## src/rtl/rv_lsu.sv

```systemverilog
// rv_lsu: multi-cycle load/store unit for a word-wide memory with a req/ack handshake.
// Optional macro LSU_MEM_BE_EN adds o_mem_be so sub-word stores skip the RMW read.
module rv_lsu #(
  parameter int XLEN   = 32,
  parameter int ADDR_W = 32,
  localparam int NB    = XLEN / 8,
  localparam int OFF_W = $clog2(NB)
) (
  input  logic                    i_clk,
  input  logic                    i_rst,
  input  logic                    i_req_valid,
  output logic                    o_req_ready,
  input  logic                    i_req_we,
  input  logic [1:0]              i_req_size,
  input  logic                    i_req_unsigned,
  input  logic [ADDR_W-1:0]       i_req_addr,
  input  logic [XLEN-1:0]         i_req_wdata,
  output logic                    o_resp_valid,
  output logic [XLEN-1:0]         o_resp_rdata,
  output logic                    o_resp_fault,
  output logic                    o_mem_req,
  output logic                    o_mem_we,
  output logic [ADDR_W-OFF_W-1:0] o_mem_addr,
  output logic [XLEN-1:0]         o_mem_wdata,
`ifdef LSU_MEM_BE_EN
  output logic [NB-1:0]           o_mem_be,
`endif
  input  logic [XLEN-1:0]         i_mem_rdata,
  input  logic                    i_mem_ack
);

  // state | meaning
  // IDLE  | waiting for a request
  // RD    | reading the target word (load, or first half of RMW store)
  // WR    | writing the full word
  // RESP  | one-cycle response pulse
  typedef enum logic [1:0] {IDLE, RD, WR, RESP} state_t;

  localparam logic [1:0] FULL_SZ = 2'(OFF_W);

  state_t                    r_state;
  logic                      r_we;
  logic [1:0]                r_size;
  logic                      r_uns;
  logic [OFF_W-1:0]          r_off;
  logic [XLEN-1:0]           r_wdata;
  logic                      r_mem_req;
  logic                      r_mem_we;
  logic [ADDR_W-OFF_W-1:0]   r_mem_addr;
  logic [XLEN-1:0]           r_mem_wdata;
  logic                      r_resp_valid;
  logic [XLEN-1:0]           r_resp_rdata;
  logic                      r_resp_fault;

  logic [OFF_W-1:0]          w_req_off;
  logic [3:0]                w_align;
  logic                      w_fault;
  logic                      w_full;
  logic [OFF_W+2:0]          w_sh;
  logic [XLEN-1:0]           w_lmask;
  logic [XLEN-1:0]           w_smask;
  logic [XLEN-1:0]           w_shifted;
  logic [XLEN-1:0]           w_load;
  logic [XLEN-1:0]           w_merged;
  logic                      w_msb;

  assign w_req_off = i_req_addr[OFF_W-1:0];
  assign w_align   = (4'd1 << i_req_size) - 4'd1;
  assign w_fault   = ((4'(w_req_off) & w_align) != 4'd0) ||
                     ((i_req_size == 2'd3) && (XLEN == 32));
  assign w_full    = (i_req_size == FULL_SZ);
  assign w_sh      = {r_off, 3'b000};

  // Lane mask for the registered size drives both load extension and store merge.
  always_comb begin
    w_lmask   = '1;
    w_msb     = 1'b0;
    w_shifted = i_mem_rdata >> w_sh;
    case (r_size)
      2'd0: begin w_lmask = XLEN'(8'hFF);         w_msb = w_shifted[7];  end
      2'd1: begin w_lmask = XLEN'(16'hFFFF);      w_msb = w_shifted[15]; end
      2'd2: begin w_lmask = XLEN'(32'hFFFF_FFFF); w_msb = w_shifted[31]; end
      default: ;
    endcase
    w_load   = (w_shifted & w_lmask) | ((!r_uns && w_msb) ? ~w_lmask : '0);
    w_smask  = w_lmask << w_sh;
    w_merged = (i_mem_rdata & ~w_smask) | ((r_wdata << w_sh) & w_smask);
  end

`ifdef LSU_MEM_BE_EN
  logic [NB-1:0]   r_mem_be;
  logic [NB-1:0]   w_be_base;
  logic [NB-1:0]   w_be_lanes;
  logic [XLEN-1:0] w_req_wsh;

  always_comb begin
    case (i_req_size)
      2'd0:    w_be_base = NB'(8'h01);
      2'd1:    w_be_base = NB'(8'h03);
      2'd2:    w_be_base = NB'(8'h0F);
      default: w_be_base = NB'(8'hFF);
    endcase
  end
  assign w_be_lanes = w_be_base << w_req_off;
  assign w_req_wsh  = i_req_wdata << {w_req_off, 3'b000};
  assign o_mem_be   = r_mem_be;
`endif

  always_ff @(posedge i_clk) begin
    if (i_rst) begin
      r_state      <= IDLE;
      r_we         <= 1'b0;
      r_size       <= 2'd0;
      r_uns        <= 1'b0;
      r_off        <= '0;
      r_wdata      <= '0;
      r_mem_req    <= 1'b0;
      r_mem_we     <= 1'b0;
      r_mem_addr   <= '0;
      r_mem_wdata  <= '0;
      r_resp_valid <= 1'b0;
      r_resp_rdata <= '0;
      r_resp_fault <= 1'b0;
`ifdef LSU_MEM_BE_EN
      r_mem_be     <= '0;
`endif
    end else begin
      r_resp_valid <= 1'b0;
      case (r_state)
        IDLE: begin
          if (i_req_valid) begin
            r_we       <= i_req_we;
            r_size     <= i_req_size;
            r_uns      <= i_req_unsigned;
            r_off      <= w_req_off;
            r_wdata    <= i_req_wdata;
            r_mem_addr <= i_req_addr[ADDR_W-1:OFF_W];
            if (w_fault) begin
              r_state      <= RESP;
              r_resp_valid <= 1'b1;
              r_resp_fault <= 1'b1;
              r_resp_rdata <= '0;
            end else if (!i_req_we) begin
              r_state   <= RD;
              r_mem_req <= 1'b1;
              r_mem_we  <= 1'b0;
            end else if (w_full) begin
              r_state     <= WR;
              r_mem_req   <= 1'b1;
              r_mem_we    <= 1'b1;
              r_mem_wdata <= i_req_wdata;
`ifdef LSU_MEM_BE_EN
              r_mem_be    <= '1;
`endif
            end else begin
`ifdef LSU_MEM_BE_EN
              r_state     <= WR;
              r_mem_req   <= 1'b1;
              r_mem_we    <= 1'b1;
              r_mem_wdata <= w_req_wsh;
              r_mem_be    <= w_be_lanes;
`else
              r_state   <= RD;
              r_mem_req <= 1'b1;
              r_mem_we  <= 1'b0;
`endif
            end
          end
        end
        RD: begin
          if (i_mem_ack) begin
            if (!r_we) begin
              r_state      <= RESP;
              r_mem_req    <= 1'b0;
              r_resp_valid <= 1'b1;
              r_resp_fault <= 1'b0;
              r_resp_rdata <= w_load;
            end else begin
              r_state     <= WR;
              r_mem_we    <= 1'b1;
              r_mem_wdata <= w_merged;
            end
          end
        end
        WR: begin
          if (i_mem_ack) begin
            r_state      <= RESP;
            r_mem_req    <= 1'b0;
            r_mem_we     <= 1'b0;
            r_resp_valid <= 1'b1;
            r_resp_fault <= 1'b0;
            r_resp_rdata <= '0;
          end
        end
        default: begin
          r_state      <= IDLE;
          r_resp_fault <= 1'b0;
        end
      endcase
    end
  end

  assign o_req_ready  = (r_state == IDLE) && !i_rst;
  assign o_resp_valid = r_resp_valid;
  assign o_resp_rdata = r_resp_rdata;
  assign o_resp_fault = r_resp_fault;
  assign o_mem_req    = r_mem_req;
  assign o_mem_we     = r_mem_we;
  assign o_mem_addr   = r_mem_addr;
  assign o_mem_wdata  = r_mem_wdata;

endmodule
```

## config.mk

```make
export PLATFORM = sky130hd
export DESIGN_NAME = rv_lsu
export DESIGN_NICKNAME = d
export VERILOG_FILES = /design/src/rtl/rv_lsu.sv
export SDC_FILE = /design/constraint.sdc
export NUM_CORES = 1
export LEC_CHECK = 0
export ABC_AREA = 0
export CAP_MARGIN = 25
export CORE_ASPECT_RATIO = 1.1
export CORE_UTILIZATION = 54
export CTS_BUF_LIST = sky130_fd_sc_hd__clkbuf_4 sky130_fd_sc_hd__clkbuf_8
export DETAILED_ROUTE_END_ITERATION = 8
export GPL_ROUTABILITY_DRIVEN = 0
export HOLD_SLACK_MARGIN = 0.03
export PLACE_DENSITY = 0.95
export RECOVER_POWER = 50
export SKIP_LAST_GASP = 1
export SLEW_MARGIN = 5
export SYNTH_ARGS = -nofsm -noshare
export SYNTH_HDL_FRONTEND = slang
export SYNTH_SLANG_ARGS = --single-unit
```

## constraint.sdc

```tcl
create_clock -name i_clk -period 3.1 [get_ports i_clk]
set_input_delay 0.62 -clock i_clk [delete_from_list [all_inputs] [get_ports i_clk]]
set_output_delay 0.62 -clock i_clk [all_outputs]
set_load 0.02 [all_outputs]
```

* After elaboration in Yosys (flattened, before gate mapping)
Index checks and enable logic that the tools add are counted.
Word-level totals: register bits after elaboration 138, bits of input ports 104, logic and storage cells 104
Cells by class: add/sub/neg operators 1, equality and inequality tests 15, shift operators 4, mux-type cells 46, bitwise operators 8, reduce and logical (&&, ||, !) cells 17
Operators by type and width (count):
- 32-bit two-way mux | 12
- 32-bit one-hot mux with 2 select lines | 2
- 32-bit AND | 3
- 32-bit one-hot mux with 3 select lines | 1
- 32-bit inverter | 2
- 32-bit OR | 2
- 32-bit by 5-bit left shift with 32-bit output | 2
- 32-bit by 5-bit >> shifter with 32-bit output | 1
- 1-bit two-way mux | 19
- 2-bit != test (second input constant) | 9
- 6-bit AND reduction | 3
- 1-bit one-hot mux with 3 select lines | 5
- 2-bit two-way mux | 6
- 2-bit == test (second input constant) | 4
- 7-bit AND reduction | 1
- 2-bit one-hot mux with 3 select lines | 1
- 5-bit AND reduction | 1
- 2-bit by 4-bit AND with 4-bit output | 1
- 2-bit by 1-bit == test with 1-bit output (second input constant) | 2
- 2-bit logical NOT | 2
- 4-bit nonzero test | 1
- 1-bit by 2-bit left shift with 4-bit output (first input constant) | 1
- 4-bit by 1-bit subtractor with 4-bit output (second input constant) | 1
- 3-bit AND reduction | 1
- other kinds (6) | 8

* Depth between registers and ports, before layout
word-level depth 9, mapped depth 9, gate-level depth less buffers 6

* Worst setup path before layout
Ideal clock, no wire load.
kind in2out, from in i_rst, to out o_req_ready, arrival 1.565 ns, setup slack 0.915 ns, cell stages on the path 4, path through clkbuf_1 clkbuf_1 clkbuf_1 nor2_1
On the way: longest elaborated chain between the ends 2
Ends and longest elaborated chain:
- start, declared | RTL line 10 | input logic i_rst,
- 1-bit logical NOT | RTL line 203 | assign o_req_ready = (r_state == IDLE) && !i_rst;
- 1-bit logical AND | RTL line 203
- end, declared | RTL line 12 | output logic o_req_ready,
Every way passes these cells.

* Worst setup path after layout
from reg r_state[0], to reg r_wdata[28]
On the way: longest elaborated chain between the ends 2
Ends and longest elaborated chain:
- start, declared | RTL line 41 | state_t r_state;
- start signal, assigned | RTL line 111 | r_state <= IDLE;
- start signal, assigned | RTL line 139 | r_state <= RESP;
- start signal, assigned | RTL line 144 | r_state <= RD;
- 2-bit logical NOT | RTL line 129 | case (r_state)
- 2-bit AND reduction (no line)
- end signal, assigned | RTL line 136 | r_wdata <= i_req_wdata;
- end, declared | RTL line 46 | logic [XLEN-1:0] r_wdata;
Every way passes these cells. A chain may end at the register's enable or synchronous reset.

==> results by group <==
Cells and area
  • Non-filler cells in the finished layout: 1195
  • Most common cell after layout, fill and taps aside: nand2_1
  • Layout area overhead: 34.6%
  • Highest-count cells in the layout ignoring fill and taps: 165 x nand2_1, 150 x clkdlybuf4s50_1, 136 x dfxtp_1
  • Final core occ: 75.5%
  • Final net count: 1133
  • Share of layout cells above drive strength 1: 10.0%
  • ANT cells: 0

Pwr
  • Pleak: 3.58 nW
  • Clock power frac: 19.0%
  • Internal power: 4.64 mW
  • PwrDens: 814 mW/mm^2
  • Total net switching power: 3.23 mW
  • Switching share of power: 41.1%
  • Maximum vdd drop: 0.000475 V
  • Comb power frac: 48.7%
  • Sequential power share: 32.3%

Worst setup path
  • CP Launch Type: register
  • R2R depth: 7
  • Setup CP Type: reg2reg
  • Worst-path fanout max: 17
  • CP arrival: 3.19 ns
  • WP data required: 3.48 ns
  • Crit end category: register

Route
  • Routed wire length: 22.7 mm
  • Wire per inst: 19.0 um
  • Drt first pass iters: 9
  • Vias/cell: 6.27
  • DRC: 8
  • Via count: 7492
  • ANT nets after route: 0
  • DRT iter0 DRCs: 922

Logic synthesis
  • Syn_area_per_cell: 8.37 sq um
  • Synth Flop Type: dfxtp_1
  • Post-synthesis register bit count: 138
  • Sequential area share after synthesis: 38.5%
  • Post-synth ARST share: 0%
  • Distinct cells, synth: 61
  • Cells after synthesis: 858
  • Synthesis Warnings: 0
  • Syn_nets: 966
  • EDFF count, synth: 0
  • Post-synthesis cell area: 0.00718 sq mm

Placed design
  • Port Buffers: 202
  • Dpl hpwl: 16.2 mm
  • Placed Cells: 1163
  • Pre-CTS setup slack: 0.486 ns

Clocking
  • H-tree depth: 4
  • TritonCTS Sinks: 138
  • TritonCTS Buffers: 17
  • Root Buffer: clkbuf_8
  • Clock-pin slew on the worst setup and hold paths: 0.08 ns
  • Latest clock arrival within the worst-skew pair: 0.47 ns
  • Hold Buf Count CTS: 0
  • CTS tree: done
  • Maximum buffer depth of the clock tree: 2

Floorplan
  • Die width: 112 um
  • Die area: 0.0138 sq mm
  • Core area: 0.0128 sq mm
  • Initial core utilization: 56.1%
  • # IOs: 203
  • Die Span Y: 123 um
  • Num rows: 43

Worst hold path
  • Hold Crit Depth: 2
  • Worst hold path class: reg2reg

Timing
  • WHS: 0.453 ns
  • Final Cycle Share: 90.5%
  • Setup WS post-layout: 0.293 ns
  • Worst Clk Skew: 0.00997 ns
  • RSZ-0062 raised after global routing: no
  • Fmax: 356 MHz
  • Slew Limit Headroom: 1.62%
  • Setup tns final: 0 ns
  • Slew Limit Fails: 0
  • Final setup viols: 0
  • Least-Margin Pin Slew: 1.47 ns
  • Tmin final: 2.81 ns
  • Final hold vios: 0

Global route
  • Antenna violations before repair: 0
  • First-pass GRT wire length: 35.1 mm
  • GRT Util Overall: 32.8%
  • Number of global-route vias before repair: 6863
  • Largest net degree at the start of global routing: 73
  • GRT overflow: 0

Outcome
  • Failing checks: design-rule violations
  • Status: complete, but fails checks

Run
  • Max Cap Viol: 0
[worst max-delay path: stages, from the launching register on]
cell,delay [ns]
dfxtp_1,0.35
inv_1,0.10
ha_2,0.33
inv_1,0.15
nor2_1,1.13
clkbuf_1,0.37
nand2_1,0.12
a21oi_1,0.16
[final timing paths]
check	endpoint	startpoint	slack, ns
max reg2reg	r_wdata[28]	r_state[0]	0.29
min	o_mem_addr[25]	o_mem_addr[25]	0.45
min reg2reg	o_mem_addr[25]	o_mem_addr[25]	0.45
max	r_wdata[28]	r_state[0]	0.29
[registers in the layout, indices dropped and copies added (netlist names)]
name and flops:
o_mem_wdata 32, o_resp_rdata 32, r_wdata 32, o_mem_addr 30
r_off 2, r_size 2, r_state 2, o_mem_req 1
o_mem_we 1, o_resp_fault 1, o_resp_valid 1, r_uns 1
r_we 1
[synth_stat cells, types with 8 or more instances]
master | n | area [sq um]
o211ai_1 | 16 | 120
mux2_2 | 16 | 180
inv_1 | 20 | 75.1
clkbuf_1 | 43 | 161
nor2b_1 | 27 | 169
buf_2 | 20 | 100
o22ai_1 | 11 | 68.8
a21o_1 | 9 | 67.6
a2111o_1 | 8 | 90.1
nor2_1 | 18 | 67.6
a31oi_1 | 17 | 106
nand2_1 | 166 | 623
nand2b_1 | 28 | 175
mux2i_1 | 19 | 190
mux4_2 | 8 | 180
o21ai_0 | 32 | 160
nand4_1 | 8 | 50.1
a311oi_1 | 16 | 140
o21bai_1 | 8 | 60.1
a32o_1 | 8 | 80.1
a211oi_1 | 10 | 75.1
dfxtp_1 | 138 | 2760
a21oi_1 | 119 | 596
[per-stage QoR]
stage	area, sq um	power [mW]
after CTS	9680	7.90
final	9660	7.87
after global routing	9660	8.25
after global placement	9270	6.31
after floorplan	7180	4.96
after detailed placement	9270	6.40
[timing repair]
action | CTS | global route
gates resized for setup | 0 | 1
setup endpoints to repair | 0 | 1
buffers inserted | 0 | 0
hold endpoints to repair | 0 | 0
[per-layer routing]
layer | GRT usage [%] | routed length (um) | vias to the layer above
li1 | - | - | 3448
met1 | 38.6 | 8490 | 3486
met2 | 54.2 | 11000 | 458
met3 | 8.73 | 2150 | 100
met4 | 19.9 | 1060 | 0
met5 | 0 | 0 | -
[cells by family (layout without fill, tap and decap cells)]
group / after synthesis / in the layout / share of synthesized area (%)
flops: 138 / 138 / 38.5
fa+ha+maj: 4 / 4 / 0.697
compound gates: 305 / 305 / 29.1
mux: 45 / 45 / 8.09
buf+inv: 97 / 277 / 6.05
simple gates: 269 / 269 / 17.6
[cell type report]
cell class | instances | area (sq um)
Clock inverter | 11 | 120
Tap cell | 157 | 196
Timing Repair Buffer | 225 | 2240
Sequential cell | 138 | 2770
Clock buffer | 21 | 283
Multi-Input combinational cell | 623 | 3990
Inverter | 20 | 75.1
Fill cell | 880 | 3140
[power by group through the flow]
stage          registers (mW)  clock network, mW  logic (mW)
4_1_cts                  2.54               1.50        3.86
5_1_grt                  2.59               1.58        4.09
3_5_place_dp             2.58                  0        3.83
2_1_floorplan            2.89                  0        2.07
6_report                 2.54               1.50        3.83
3_3_place_gp             2.56                  0        3.76
(Power assumes the default switching activity.)
